===== src/rtl/ntsc_pkg.sv =====
// Shared types and defaults for the NTSC baseband envelope generator and
// the luma/chroma level stages that feed it.
package ntsc_pkg;

  typedef enum logic [1:0] {
    SEG_SYNC,
    SEG_BACK,
    SEG_ACTIVE,
    SEG_FRONT
  } seg_t;

  typedef enum logic [1:0] {
    LINE_BROAD,
    LINE_BLANK,
    LINE_VIDEO
  } line_t;

  // Negative modulation: higher envelope means less light.
  localparam int unsigned DEF_SYNC_LVL  = 65535;
  localparam int unsigned DEF_BLANK_LVL = 49152;
  localparam int unsigned DEF_BLACK_LVL = 46694;
  localparam int unsigned DEF_WHITE_LVL = 8192;

  localparam int unsigned LEVEL_W      = 16;
  localparam int unsigned PIX_W        = 8;
  localparam int unsigned SAMPLE_CNT_W = 16;
  localparam int unsigned LINE_CNT_W   = 10;

endpackage


===== src/rtl/ntsc_luma_scale.sv =====
// Maps an 8-bit luma code onto the envelope range between black and white.
module ntsc_luma_scale
  import ntsc_pkg::*;
#(
  parameter int unsigned BLACK_LVL = DEF_BLACK_LVL,
  parameter int unsigned WHITE_LVL = DEF_WHITE_LVL
) (
  input  logic [PIX_W-1:0]   pix,
  output logic [LEVEL_W-1:0] level
);

  localparam logic [LEVEL_W-1:0] DELTA = LEVEL_W'(BLACK_LVL - WHITE_LVL);

  logic [LEVEL_W+PIX_W-1:0] product;

  always_comb begin
    product = (LEVEL_W + PIX_W)'(DELTA) * (LEVEL_W + PIX_W)'(pix);
    level   = LEVEL_W'(BLACK_LVL) - product[LEVEL_W+PIX_W-1:PIX_W];
  end

endmodule


===== src/rtl/ntsc_composite_gen.sv =====
// Free-running NTSC envelope generator: sync/blanking timing plus AXI-Stream
// luma consumption, one registered 16-bit sample per output transfer.
module ntsc_composite_gen
  import ntsc_pkg::*;
#(
  parameter int unsigned C_S00_AXIS_TDATA_WIDTH = 8,
  parameter int unsigned C_M00_AXIS_TDATA_WIDTH = 32,
  parameter int unsigned H_SYNC            = 4700,
  parameter int unsigned H_BACK            = 4700,
  parameter int unsigned H_ACTIVE          = 52600,
  parameter int unsigned H_FRONT           = 1556,
  parameter int unsigned SAMPLES_PER_PIXEL = 100,
  parameter int unsigned V_TOTAL           = 525,
  parameter int unsigned V_SYNC            = 3,
  parameter int unsigned V_BLANK           = 20,
  parameter int unsigned SYNC_LVL          = DEF_SYNC_LVL,
  parameter int unsigned BLANK_LVL         = DEF_BLANK_LVL,
  parameter int unsigned BLACK_LVL         = DEF_BLACK_LVL,
  parameter int unsigned WHITE_LVL         = DEF_WHITE_LVL
) (
  input  logic                                s00_axis_aclk,
  input  logic                                s00_axis_aresetn,
  input  logic                                s00_axis_tvalid,
  input  logic [C_S00_AXIS_TDATA_WIDTH-1:0]   s00_axis_tdata,
  input  logic                                s00_axis_tlast,
  output logic                                s00_axis_tready,
  input  logic                                m00_axis_tready,
  output logic                                m00_axis_tvalid,
  output logic [C_M00_AXIS_TDATA_WIDTH-1:0]   m00_axis_tdata,
  output logic                                m00_axis_tlast,
  output logic [C_M00_AXIS_TDATA_WIDTH/8-1:0] m00_axis_tstrb,
  output logic [15:0]                         underflow_count
);

  localparam int unsigned H_TOTAL = H_SYNC + H_BACK + H_ACTIVE + H_FRONT;
  localparam int unsigned N_SLOTS = H_ACTIVE / SAMPLES_PER_PIXEL;
  localparam int unsigned SW      = SAMPLE_CNT_W;
  localparam int unsigned LW      = LINE_CNT_W;

  seg_t               seg_q, seg_d;
  line_t              kind;
  logic [SW-1:0]      seg_cnt_q, seg_cnt_d;
  logic [SW-1:0]      h_cnt_q, h_cnt_d;
  logic [SW-1:0]      pix_cnt_q, pix_cnt_d;
  logic [SW-1:0]      slot_cnt_q, slot_cnt_d;
  logic [LW-1:0]      line_q, line_d;
  logic               drain_q, drain_d;
  logic               done_q, done_d;
  logic               show_q, show_d;
  logic [PIX_W-1:0]   pix_q, pix_d;
  logic [15:0]        uf_q, uf_d;
  logic [LEVEL_W-1:0] level_q, level_d;
  logic               tlast_q, tlast_d;
  logic               valid_q;

  logic               advance;
  logic               seg_last;
  logic               in_active;
  logic               slot;
  logic               last_slot;
  logic               s_ready;
  logic               show_now;
  logic [PIX_W-1:0]   luma_pix;
  logic [LEVEL_W-1:0] luma_level;

  ntsc_luma_scale #(
    .BLACK_LVL (BLACK_LVL),
    .WHITE_LVL (WHITE_LVL)
  ) u_luma (
    .pix   (luma_pix),
    .level (luma_level)
  );

  always_comb begin
    advance = m00_axis_tready || !valid_q;

    if (line_q < LW'(V_SYNC))       kind = LINE_BROAD;
    else if (line_q < LW'(V_BLANK)) kind = LINE_BLANK;
    else                            kind = LINE_VIDEO;

    // Segment sequencing; the line counter steps on the last FRONT sample.
    seg_last = 1'b0;
    unique case (seg_q)
      SEG_SYNC:   seg_last = (seg_cnt_q == SW'(H_SYNC - 1));
      SEG_BACK:   seg_last = (seg_cnt_q == SW'(H_BACK - 1));
      SEG_ACTIVE: seg_last = (seg_cnt_q == SW'(H_ACTIVE - 1));
      SEG_FRONT:  seg_last = (seg_cnt_q == SW'(H_FRONT - 1));
    endcase

    seg_d     = seg_q;
    seg_cnt_d = seg_cnt_q + 1'b1;
    h_cnt_d   = h_cnt_q + 1'b1;
    line_d    = line_q;
    if (seg_last) begin
      seg_cnt_d = '0;
      unique case (seg_q)
        SEG_SYNC:   seg_d = SEG_BACK;
        SEG_BACK:   seg_d = SEG_ACTIVE;
        SEG_ACTIVE: seg_d = SEG_FRONT;
        SEG_FRONT:  seg_d = SEG_SYNC;
      endcase
      if (seg_q == SEG_FRONT) begin
        h_cnt_d = '0;
        line_d  = (line_q == LW'(V_TOTAL - 1)) ? '0 : line_q + 1'b1;
      end
    end

    in_active = (seg_q == SEG_ACTIVE) && (kind == LINE_VIDEO);
    slot      = in_active && (pix_cnt_q == '0);
    last_slot = slot && (slot_cnt_q == SW'(N_SLOTS - 1));

    pix_cnt_d  = '0;
    slot_cnt_d = '0;
    if (in_active) begin
      if (pix_cnt_q == SW'(SAMPLES_PER_PIXEL - 1)) begin
        pix_cnt_d  = '0;
        slot_cnt_d = slot_cnt_q + 1'b1;
      end else begin
        pix_cnt_d  = pix_cnt_q + 1'b1;
        slot_cnt_d = slot_cnt_q;
      end
    end

    // While draining, every non-ACTIVE sample (and each ACTIVE slot) discards.
    if (drain_q) s_ready = advance && ((seg_q != SEG_ACTIVE) || slot);
    else         s_ready = advance && slot && !done_q;

    drain_d = drain_q;
    done_d  = (seg_q == SEG_ACTIVE) ? done_q : 1'b0;
    show_d  = slot ? 1'b0 : show_q;
    pix_d   = pix_q;
    uf_d    = uf_q;
    if (drain_q) begin
      if (s_ready && s00_axis_tvalid && s00_axis_tlast) begin
        drain_d = 1'b0;
        if (seg_q == SEG_ACTIVE) done_d = 1'b1;
      end
    end else if (slot && !done_q) begin
      if (s00_axis_tvalid) begin
        pix_d  = s00_axis_tdata[PIX_W-1:0];
        show_d = 1'b1;
        if (s00_axis_tlast && !last_slot) done_d = 1'b1;
        if (!s00_axis_tlast && last_slot) drain_d = 1'b1;
      end else if (uf_q != '1) begin
        uf_d = uf_q + 1'b1;
      end
    end

    // The slot sample already shows the pixel being accepted.
    luma_pix = slot ? s00_axis_tdata[PIX_W-1:0] : pix_q;
    show_now = slot ? (!drain_q && !done_q && s00_axis_tvalid) : show_q;

    level_d = LEVEL_W'(BLANK_LVL);
    if (kind == LINE_BROAD) begin
      if (h_cnt_q < SW'(H_TOTAL - H_SYNC)) level_d = LEVEL_W'(SYNC_LVL);
    end else begin
      unique case (seg_q)
        SEG_SYNC:   level_d = LEVEL_W'(SYNC_LVL);
        SEG_ACTIVE: begin
          if (kind == LINE_VIDEO)
            level_d = show_now ? luma_level : LEVEL_W'(BLACK_LVL);
        end
        default:    level_d = LEVEL_W'(BLANK_LVL);
      endcase
    end
    tlast_d = (h_cnt_q == SW'(H_TOTAL - 1));
  end

  always_ff @(posedge s00_axis_aclk or negedge s00_axis_aresetn) begin
    if (!s00_axis_aresetn) begin
      seg_q      <= SEG_SYNC;
      seg_cnt_q  <= '0;
      h_cnt_q    <= '0;
      pix_cnt_q  <= '0;
      slot_cnt_q <= '0;
      line_q     <= '0;
      drain_q    <= 1'b0;
      done_q     <= 1'b0;
      show_q     <= 1'b0;
      pix_q      <= '0;
      uf_q       <= '0;
      level_q    <= '0;
      tlast_q    <= 1'b0;
      valid_q    <= 1'b0;
    end else begin
      valid_q <= 1'b1;
      if (advance) begin
        seg_q      <= seg_d;
        seg_cnt_q  <= seg_cnt_d;
        h_cnt_q    <= h_cnt_d;
        pix_cnt_q  <= pix_cnt_d;
        slot_cnt_q <= slot_cnt_d;
        line_q     <= line_d;
        drain_q    <= drain_d;
        done_q     <= done_d;
        show_q     <= show_d;
        pix_q      <= pix_d;
        uf_q       <= uf_d;
        level_q    <= level_d;
        tlast_q    <= tlast_d;
      end
    end
  end

  assign s00_axis_tready = s_ready;
  assign m00_axis_tvalid = valid_q;
  assign m00_axis_tdata  = C_M00_AXIS_TDATA_WIDTH'(level_q);
  assign m00_axis_tlast  = tlast_q;
  assign m00_axis_tstrb  = '1;
  assign underflow_count = uf_q;

endmodule

===== config.mk =====
export PLATFORM = sky130hd
export DESIGN_NAME = ntsc_composite_gen
export DESIGN_NICKNAME = d
export VERILOG_FILES = /design/src/rtl/ntsc_pkg.sv /design/src/rtl/ntsc_luma_scale.sv /design/src/rtl/ntsc_composite_gen.sv
export SDC_FILE = /design/constraint.sdc
export NUM_CORES = 1
export LEC_CHECK = 0
export BUFFER_PORTS_ARGS = -buffer_cell sky130_fd_sc_hd__buf_4
export CORE_AREA = 2 2 190 136
export CTS_CLUSTER_SIZE = 25
export DETAILED_ROUTE_END_ITERATION = 7
export DIE_AREA = 0 0 192 138
export GPL_ROUTABILITY_DRIVEN = 0
export PLACE_DENSITY = 0.54
export SLEW_MARGIN = 20
export SYNTH_ARGS = -nofsm -noshare
export SYNTH_HDL_FRONTEND = slang
export SYNTH_SLANG_ARGS = --single-unit

===== constraint.sdc =====
create_clock -name s00_axis_aclk -period 11.8 [get_ports s00_axis_aclk]
set_clock_uncertainty 0.2 [all_clocks]
set_input_delay 2.36 -clock s00_axis_aclk [delete_from_list [all_inputs] [get_ports s00_axis_aclk]]
set_output_delay 2.36 -clock s00_axis_aclk [all_outputs]
set_load 0.005 [all_outputs]

==> results by group, run 1 <==
STA
  – RSZ-0062 raised after global routing: false
  – Setup Total Neg Slack: 0 ps
  – Fmax achieved: ~0.13 GHz
  – Tcrit/Tclk final: 0.636
  – Final setup fails: 0
  – WHS: approximately 280 ps
  – Max-slew violations: 0
  – Final Hold Fails: 0
  – Worst Tran Pin Value: around 960 ps
  – Minimum clock period: 7510 ps
  – Slew margin rel.: 0.359

Hold path
  – Worst hold path type: register to register

Clocking
  – Reg clk slew, reported paths: ~60 ps
  – Hold-fix buffers, CTS: 0
  – CTS HTree Levels: 4
  – CTS Sinks: 121
  – CTS tree: built
  – Clock Root Buffer: clkbuf_16
  – CTS buffer count: 17
  – Clock buffer depth: 2
  – CTS resizes: 0
  – Setup Fix Bufs, Post-CTS: 0
  – Clk_lat worst skew: approximately 430 ps

Logic synthesis
  – Synth Area in Simple Gates: 0.212
  – Mapped cell area: approximately 0.0086 mm2
  – #FFs+latches synth: 121
  – Ys Warns: 0
  – Register area share after synthesis: 0.354
  – Share of the synthesized area in the top cell type: 0.354
  – Mux share of post-synthesis cell area: 0.0209
  – Post-Synth XOR/XNOR Area: 0.0899
  – Synth async-reset ratio: 1.00
  – Synth area leaders: dfrtp_1, ha_1, xor2_1, nor2_1, fa_1
  – Post-synth top flop: dfrtp_1
  – Synth Instances: between 900 and 1000
  – Post-synthesis compound-gate area fraction: 0.123
  – Netlist cell types: 75
  – Syn avg cell area: 9.02 um2
  – Largest family of logic cells by synthesized area: simple AND/OR/NAND/NOR gates
  – Synth Area in Adders: 0.141
  – Number of flops mapped to enable cells by yosys: 0
  – Largest area contributor in the netlist: dfrtp_1

Final layout
  – Nets@finish: between 1000 and 1500
  – Area occupied by multi-input gates: approximately 0.005 mm2
  – Commonest non-fill, non-tap cells in the layout: dfrtp_1, nor2_1, nand2_1
  – Antenna cells: 0
  – Register area: 0.00303 mm2
  – Area Overhead vs Synth: 15.1%
  – Fillers: roughly 2600
  – Fin area: roughly 0.0099 mm2
  – Commonest non-fill, non-tap cell in the layout: dfrtp_1
  – Layout cells sized above 1: 0.112

Placement
  – # port buffers: 47
  – Area after DPL: between 0.009 and 0.01 mm2
  – HPWL after DPL: ~15000 um

Floorplan
  – I/O pin count: 68
  – Initial core utilization: 0.342
  – Standard-cell rows: 49
  – CORE AREA: 0.0250 mm2
  – Chip height: approximately 140 um
  – Die X-Extent: approximately 190 um
  – Die area: approximately 0.026 mm2

Worst setup path
  – Crit path kind: register to register
  – Worst Setup EP: level_q[11]
  – WP data arrival: 7670 ps
  – Setup crit end kind: register
  – Critical path launch point type: register
  – R2R Setup Slk: around 4300 ps
  – Worst reg2reg startpoint: seg_q[0]
  – Reg2Reg Depth: 22
  – CP Data Required Time: about 12000 ps
  – Crit Reg-Reg Endpoint: level_q[11]
  – Crit path from: seg_q[0]
  – CP Max Fanout: 12

Drt
  – Via-to-Cell Ratio: around 5
  – Via count: 6697
  – DR iter-0 viols: approximately 450
  – DR pass1 iterations: 7
  – ANT nets after route: 0
  – WL/cell: around 15 um
  – Routed Wire Length: roughly 20000 um
  – Residual DRC: 0

Global routing
  – Gr busiest metal: met1
  – Global-route wire length before repair: between 30000 and 40000 um
  – Largest net degree at the start of global routing: 75
  – GRT Util Overall: 0.158
  – Initial antenna violation count: 0
  – Vias in the first global route: 6472
  – Met3 Usage GRT: 0.0371
  – GR Overflow Total: 0
  – GR Util met1: 0.247
  – Met2 usage: 0.217

Power and ir drop
  – VDD IR max: between 0.1 and 0.15 mV
  – Total power: between 1000 and 1500 uW
  – Power per Cell Area: 146 mW/mm2
  – Leak: roughly 0.0045 uW

Outcome
  – Status: finished, final reports clean

Flow run
  – Max Cap Violations: 0
-- worst max-delay path, cell delays in order (launching register included) --
cell and delay [ps]:
dfrtp_1 380, inv_1 100, ha_1 460, o31a_1 600
nand2_1 520, mux2i_1 360, inv_1 140, ha_1 320
inv_1 50, fa_1 440, fa_1 540, inv_1 40
ha_1 270, ha_1 400, a2111oi_0 490, nor4b_1 490
o31ai_1 190, a21boi_0 250, xnor2_1 270, nand2_1 160
or3_1 370, a21oi_1 220, o22a_1 150
-- per-layer routing --
metal / share of wire / wire length [um] / vias up
met5: 0 / 0 / -
met4: 0.0087 / 173 / 0
met3: 0.049 / 969 / 16
met2: 0.40 / 7860 / 129
met1: 0.55 / 10800 / 3184
li1: - / - / 3368
-- cells by family after synthesis --
kind of cell    after synthesis
simple gates                368
xor+xnor                     87
other cells                   2
mux                          16
buf+inv                     111
flops                       121
compound gates              159
fa+ha+maj                    85
-- power breakdown --
| part | total (uW) | internal, uW | switching (uW) |
|---|---|---|---|
| Sequential | 472 | 440 | 31.8 |
| Clock | 585 | 383 | 202 |
| Combinational | 384 | 158 | 226 |
| Total | 1440 | 981 | 460 |
-- through the flow --
| stage | setup slack, ps | instances | util |
|---|---|---|---|
| finish | 4290 | 1338 | 0.394 |
| global route | 3650 | 1338 | 0.394 |
| CTS | 4360 | 1338 | 0.394 |
| global placement | 4270 | 1306 | 0.368 |
| detailed placement | 4150 | 1306 | 0.368 |
| floorplan | 4670 | 968 | - |
-- synthesized netlist by cell type (all sizes together), types with 24 or more instances --
| library cell | instances |
|---|---|
| dfrtp | 121 |
| nor2 | 114 |
| nand2 | 85 |
| ha | 66 |
| inv | 65 |
| xor2 | 51 |
| o21ai | 50 |
| a21oi | 36 |
| xnor2 | 36 |
| nand3 | 35 |
| nand4 | 33 |
| clkbuf | 24 |
-- worst min-delay path by stage --
stage	startpoint	end	slack, ps	cells after the start
2_1_floorplan	line_q[5]	line_q[5]	260	1
3_3_place_gp	line_q[5]	line_q[5]	280	1
3_5_place_dp	line_q[5]	line_q[5]	280	1
4_1_cts	line_q[5]	line_q[5]	290	1
5_1_grt	line_q[7]	line_q[7]	300	1
6_report	line_q[5]	line_q[5]	280	1
-- flip-flops by register name, summed over array words and instances (netlist names) --
signal,flops
done_q,1
drain_q,1
h_cnt_q,16
level_q,16
line_q,10
m00_axis_tlast,1
m00_axis_tvalid,1
pix_cnt_q,16
pix_q,8
seg_cnt_q,16
seg_q,2
show_q,1
slot_cnt_q,16
underflow_count,16
-- final cells by class --
| cell class | instances | share of cell area |
|---|---|---|
| clock buffers | 19 | 0.0450 |
| flip-flops and latches | 121 | 0.307 |
| well taps | 331 | 0.0420 |
| repair buffers | 53 | 0.0404 |
| inverters | 65 | 0.0248 |
| clock inverters | 13 | 0.0220 |
| multi-input cells | 736 | 0.519 |
(Power assumes the default switching activity.)
==> inputs of run 2 (changes only) <==
- clock period: 11.8 -> 7.4 ns (I/O delays scaled with it)
==> results by group, run 2 (same netlist as run 1, synthesis figures left out) <==
Outcome
  – Status: finished, final reports clean

STA
  – Final Hold Fails: 0
  – Minimum clock period: ~6900 ps
  – Fmax achieved: between 0.1 and 0.15 GHz
  – Tcrit/Tclk final: 0.938
  – Worst Tran Pin Value: between 800 and 900 ps
  – Setup Total Neg Slack: 0 ps
  – Final setup fails: 0
  – Slew margin rel.: 0.402
  – Max-slew violations: 0

Global routing
  – Largest net degree at the start of global routing: 66
  – Vias in the first global route: roughly 6600
  – GRT Util Overall: 0.164
  – Initial antenna violation count: 0
  – Global-route wire length before repair: between 30000 and 40000 um
  – GR Overflow Total: 0

Final layout
  – Antenna cells: 0
  – Fin area: 0.00989 mm2
  – Commonest non-fill, non-tap cell in the layout: dfrtp_1
  – Fillers: about 2500
  – Final Util: 0.396
  – Nets@finish: between 1000 and 1500
  – Layout cells sized above 1: 0.123
  – Area Overhead vs Synth: 15.6%
  – Commonest non-fill, non-tap cells in the layout: dfrtp_1, nor2_1, nand2_1

Worst setup path
  – Crit path kind: register to register
  – Reg2Reg Depth: 20
  – Setup crit end kind: register
  – Crit Reg-Reg Endpoint: level_q[10]
  – Critical path launch point type: register
  – CP Data Required Time: approximately 7500 ps
  – Worst reg2reg startpoint: pix_cnt_q[3]
  – WP data arrival: 7070 ps
  – R2R Setup Slk: ~460 ps
  – CP Max Fanout: 6

Hold path
  – Hold path start: m00_axis_tlast
  – Worst hold path type: register to register
  – Hold EP: m00_axis_tlast
  – Hold path cells: 2

Power and ir drop
  – Leak: 0.00456 uW
  – Power Internal: ~1500 uW
  – P_sw: roughly 730 uW
  – Power per Cell Area: ~230 mW/mm2
  – Sw Share: 0.322
  – Total power: 2260 uW
  – Clk network pwr share: 0.392
  – VDD IR max: ~0.14 mV
  – Comb pwr share: 0.275
  – Reg power frac: 0.333

Clocking
  – Clock buffer depth: 2
  – CTS buffer count: 17
  – CTS HTree Levels: 4
  – Clk_lat worst skew: about 430 ps
  – Setup Fix Bufs, Post-CTS: 0
  – CTS Sinks: between 100 and 150
  – Reg clk slew, reported paths: ~60 ps
  – Clock Root Buffer: clkbuf_16
  – CTS resizes: 0
  – CTS tree: built
  – Hold-fix buffers, CTS: 0

Floorplan
  – Standard-cell rows: between 40 and 50
  – I/O pin count: 68
  – CORE AREA: between 0.02 and 0.03 mm2
  – Chip height: 138 um
  – Initial core utilization: 0.342
  – Die X-Extent: 192 um
  – Die area: about 0.026 mm2

Placement
  – HPWL after DPL: between 15000 and 20000 um
  – Area after DPL: around 0.0092 mm2
  – # port buffers: 47

Flow run
  – Max Cap Violations: 0

Drt
  – Routed Wire Length: between 20000 and 25000 um
  – Met1 wire length: 11700 um
  – Met3 wire len: around 830 um
  – Uppermost layer routed: met4
  – WL/cell: around 15 um
  – DR pass1 iterations: 5
  – Via count: slightly below 7000
  – Via-to-Cell Ratio: slightly above 5
  – Met2 wire length: roughly 8100 um
  – Residual DRC: 0
  – ANT nets after route: 0
  – DR iter-0 viols: between 400 and 500
==> run 2: layout make-up <==
class | instances | area, um2 | area share
clock buffers | 19 | 453 | 0.0458
clock inverters | 12 | 174 | 0.0176
inverters | 65 | 244 | 0.0247
multi-input cells | 736 | 5140 | 0.519
flip-flops and latches | 121 | 3030 | 0.306
well taps | 331 | 414 | 0.0419
repair buffers | 59 | 443 | 0.0448
==> run 2: layer usage <==
layer,vias to the layer above,GRT usage
li1,3366,-
met1,3255,0.262
met2,128,0.224
met3,12,0.0366
met4,0,0.0313
met5,-,0
==> run 2: per-stage QoR <==
step                std cells  hold slack (ps)  setup slack [ps]
floorplan                 968              256               900
global placement         1312              286               608
detailed placement       1312              293               531
CTS                      1343              302               447
global route             1343              311             -3.36
finish                   1343              293               461
==> run 2: worst max-delay path by stage <==
stage,start,to,cells past startpoint
after floorplan,line_q[8],level_q[10],22
after detailed placement,line_q[8],level_q[10],20
after global placement,s00_axis_tdata[3],level_q[10],19
after global routing,pix_cnt_q[0],level_q[15],24
after CTS,pix_cnt_q[0],level_q[15],24
final,pix_cnt_q[3],level_q[10],20
==> run 2: power groups by stage <==
stage               sequential [uW]  clock, uW  combinational (uW)
global route                    760        940                 709
detailed placement              762          0                 610
CTS                             752        907                 616
floorplan                       750          0                 484
finish                          754        887                 623
global placement                763          0                 608
==> run 2: critical path, cell delays in order, from the launching register on <==
cell and delay [ps]:
dfrtp_1 420, nor4_1 590, and4_1 410, nand2_1 210, buf_4 220, mux2i_1 280
inv_1 210, fa_1 620, fa_1 450, fa_1 490, ha_1 350, a21oi_1 240
o21ai_0 160, a211oi_1 310, nor2_1 150, a221oi_1 340, o211ai_1 190, o21bai_2 260
and4_1 200, or4_1 460, o221ai_1 80
==> inputs of run 3 (changes only) <==
- CTS_BUF_LIST: unset -> sky130_fd_sc_hd__clkbuf_8
==> results by group, run 3 (same netlist as run 1, synthesis figures left out) <==
Clocking
  – CTS buffer count: 17
  – CTS Sinks: around 120
  – Reg clk slew, reported paths: ~70 ps
  – Clock buffer depth: 2
  – Clk_lat worst skew: between 400 and 500 ps
  – CTS resizes: 0
  – Setup Fix Bufs, Post-CTS: 0
  – CTS tree: built
  – Clock Root Buffer: clkbuf_8
  – CTS HTree Levels: 4
  – Hold-fix buffers, CTS: 0

Power and ir drop
  – Total power: 2030 uW
  – Sw Share: 0.342
  – Reg power frac: 0.370
  – Leak: 0.00448 uW
  – Power per Cell Area: between 200 and 250 mW/mm2
  – P_sw: about 700 uW
  – VDD IR max: approximately 0.11 mV
  – Comb pwr share: 0.306
  – Clk network pwr share: 0.324
  – Power Internal: between 1000 and 1500 uW

Worst setup path
  – Critical path launch point type: register
  – CP Max Fanout: 6
  – Reg2Reg Depth: 20
  – Setup crit end kind: register
  – Crit Reg-Reg Endpoint: level_q[10]
  – R2R Setup Slk: 530 ps
  – Crit path kind: register to register
  – WP data arrival: 7020 ps
  – CP Data Required Time: 7550 ps
  – Crit path from: line_q[8]
  – Worst Setup EP: level_q[10]
  – Worst reg2reg startpoint: line_q[8]

STA
  – Setup Total Neg Slack: 0 ps
  – Final Hold Fails: 0
  – RSZ-0062 raised after global routing: false
  – Worst Slack Setup Final: between 500 and 600 ps
  – Worst Tran Pin Value: 920 ps
  – WHS: between 200 and 300 ps
  – Minimum clock period: between 6000 and 7000 ps
  – Final setup fails: 0
  – Max-slew violations: 0
  – Tcrit/Tclk final: 0.928
  – Slew margin rel.: 0.387
  – Fmax achieved: between 0.1 and 0.15 GHz

Final layout
  – Area occupied by multi-input gates: about 0.0051 mm2
  – Fillers: approximately 2600
  – Area Overhead vs Synth: 13.4%
  – Final Util: 0.388
  – Antenna cells: 0
  – Register area: slightly above 0.003 mm2
  – Commonest non-fill, non-tap cell in the layout: dfrtp_1
  – Nets@finish: 1098
  – Commonest non-fill, non-tap cells in the layout: dfrtp_1, nor2_1, nand2_1
  – Layout cells sized above 1: 0.124

Flow run
  – Max Cap Violations: 0

Global routing
  – Global-route wire length before repair: 34300 um
  – GR Overflow Total: 0
  – GRT Util Overall: 0.162
  – Initial antenna violation count: 0
  – Vias in the first global route: roughly 6600
  – Largest net degree at the start of global routing: between 60 and 70

Placement
  – Pre-CTS WS: approximately 530 ps
  – # port buffers: 47
  – HPWL after DPL: roughly 15000 um

Drt
  – DR pass1 iterations: 5
  – Via count: ~6800
  – Via-to-Cell Ratio: just over 5
  – Residual DRC: 0
  – ANT nets after route: 0
  – DR iter-0 viols: roughly 430
  – Routed Wire Length: roughly 20000 um
  – WL/cell: 15.2 um

Floorplan
  – Initial core utilization: 0.342
  – Chip height: 138 um
  – CORE AREA: 0.0250 mm2
  – Die X-Extent: 192 um
  – Die area: about 0.026 mm2
  – Standard-cell rows: 49
  – I/O pin count: 68

Hold path
  – Worst hold path type: register to register

Outcome
  – Status: finished, final reports clean
## run 3: worst min path at each step
stage	start	cells after the start	slack, ps	end
after floorplan	line_q[5]	1	260	line_q[5]
after global placement	underflow_count[11]	1	290	underflow_count[11]
after detailed placement	m00_axis_tlast	2	290	m00_axis_tlast
after CTS	line_q[8]	1	300	line_q[8]
after global routing	underflow_count[11]	1	320	underflow_count[11]
final	m00_axis_tlast	2	300	m00_axis_tlast
## run 3: layer usage
metal,wire length (um),GRT usage,vias up
met1,11300,0.260,3264
li1,-,-,3366
met3,930,0.0327,10
met4,136,0.0313,0
met5,0,0,-
met2,8040,0.221,136
## run 3: metrics by stage
step	instances	instance area (um2)
finish	1343	9710
global route	1343	9710
CTS	1343	9670
detailed placement	1312	9240
global placement	1312	9240
floorplan	968	8630
## run 3: critical path, stage by stage (launching register included)
cell      delay, ps
dfrtp_1         400
or4_4           580
o31a_1          340
nand2_1         210
buf_4           210
mux2i_1         330
inv_1           210
fa_1            620
fa_1            450
fa_1            490
ha_1            350
a21oi_1         240
o21ai_0         160
a211oi_1        310
nor2_1          150
a221oi_1        340
o211ai_1        190
o21bai_2        260
and4_1          200
or4_1           460
o221ai_1         80
## run 3: power by group through the flow
| stage | clock network (uW) | logic, uW | registers, uW |
|---|---|---|---|
| floorplan | 0 | 484 | 750 |
| finish | 658 | 622 | 752 |
| CTS | 677 | 616 | 751 |
| global placement | 0 | 608 | 763 |
| global route | 711 | 709 | 759 |
| detailed placement | 0 | 610 | 762 |
## run 3: area by class of cell
cell class / instances / share of cell area
multi-input cells: 736 / 0.530
flip-flops and latches: 121 / 0.312
repair buffers: 59 / 0.0456
well taps: 331 / 0.0427
clock buffers: 19 / 0.0269
inverters: 65 / 0.0251
clock inverters: 12 / 0.0179
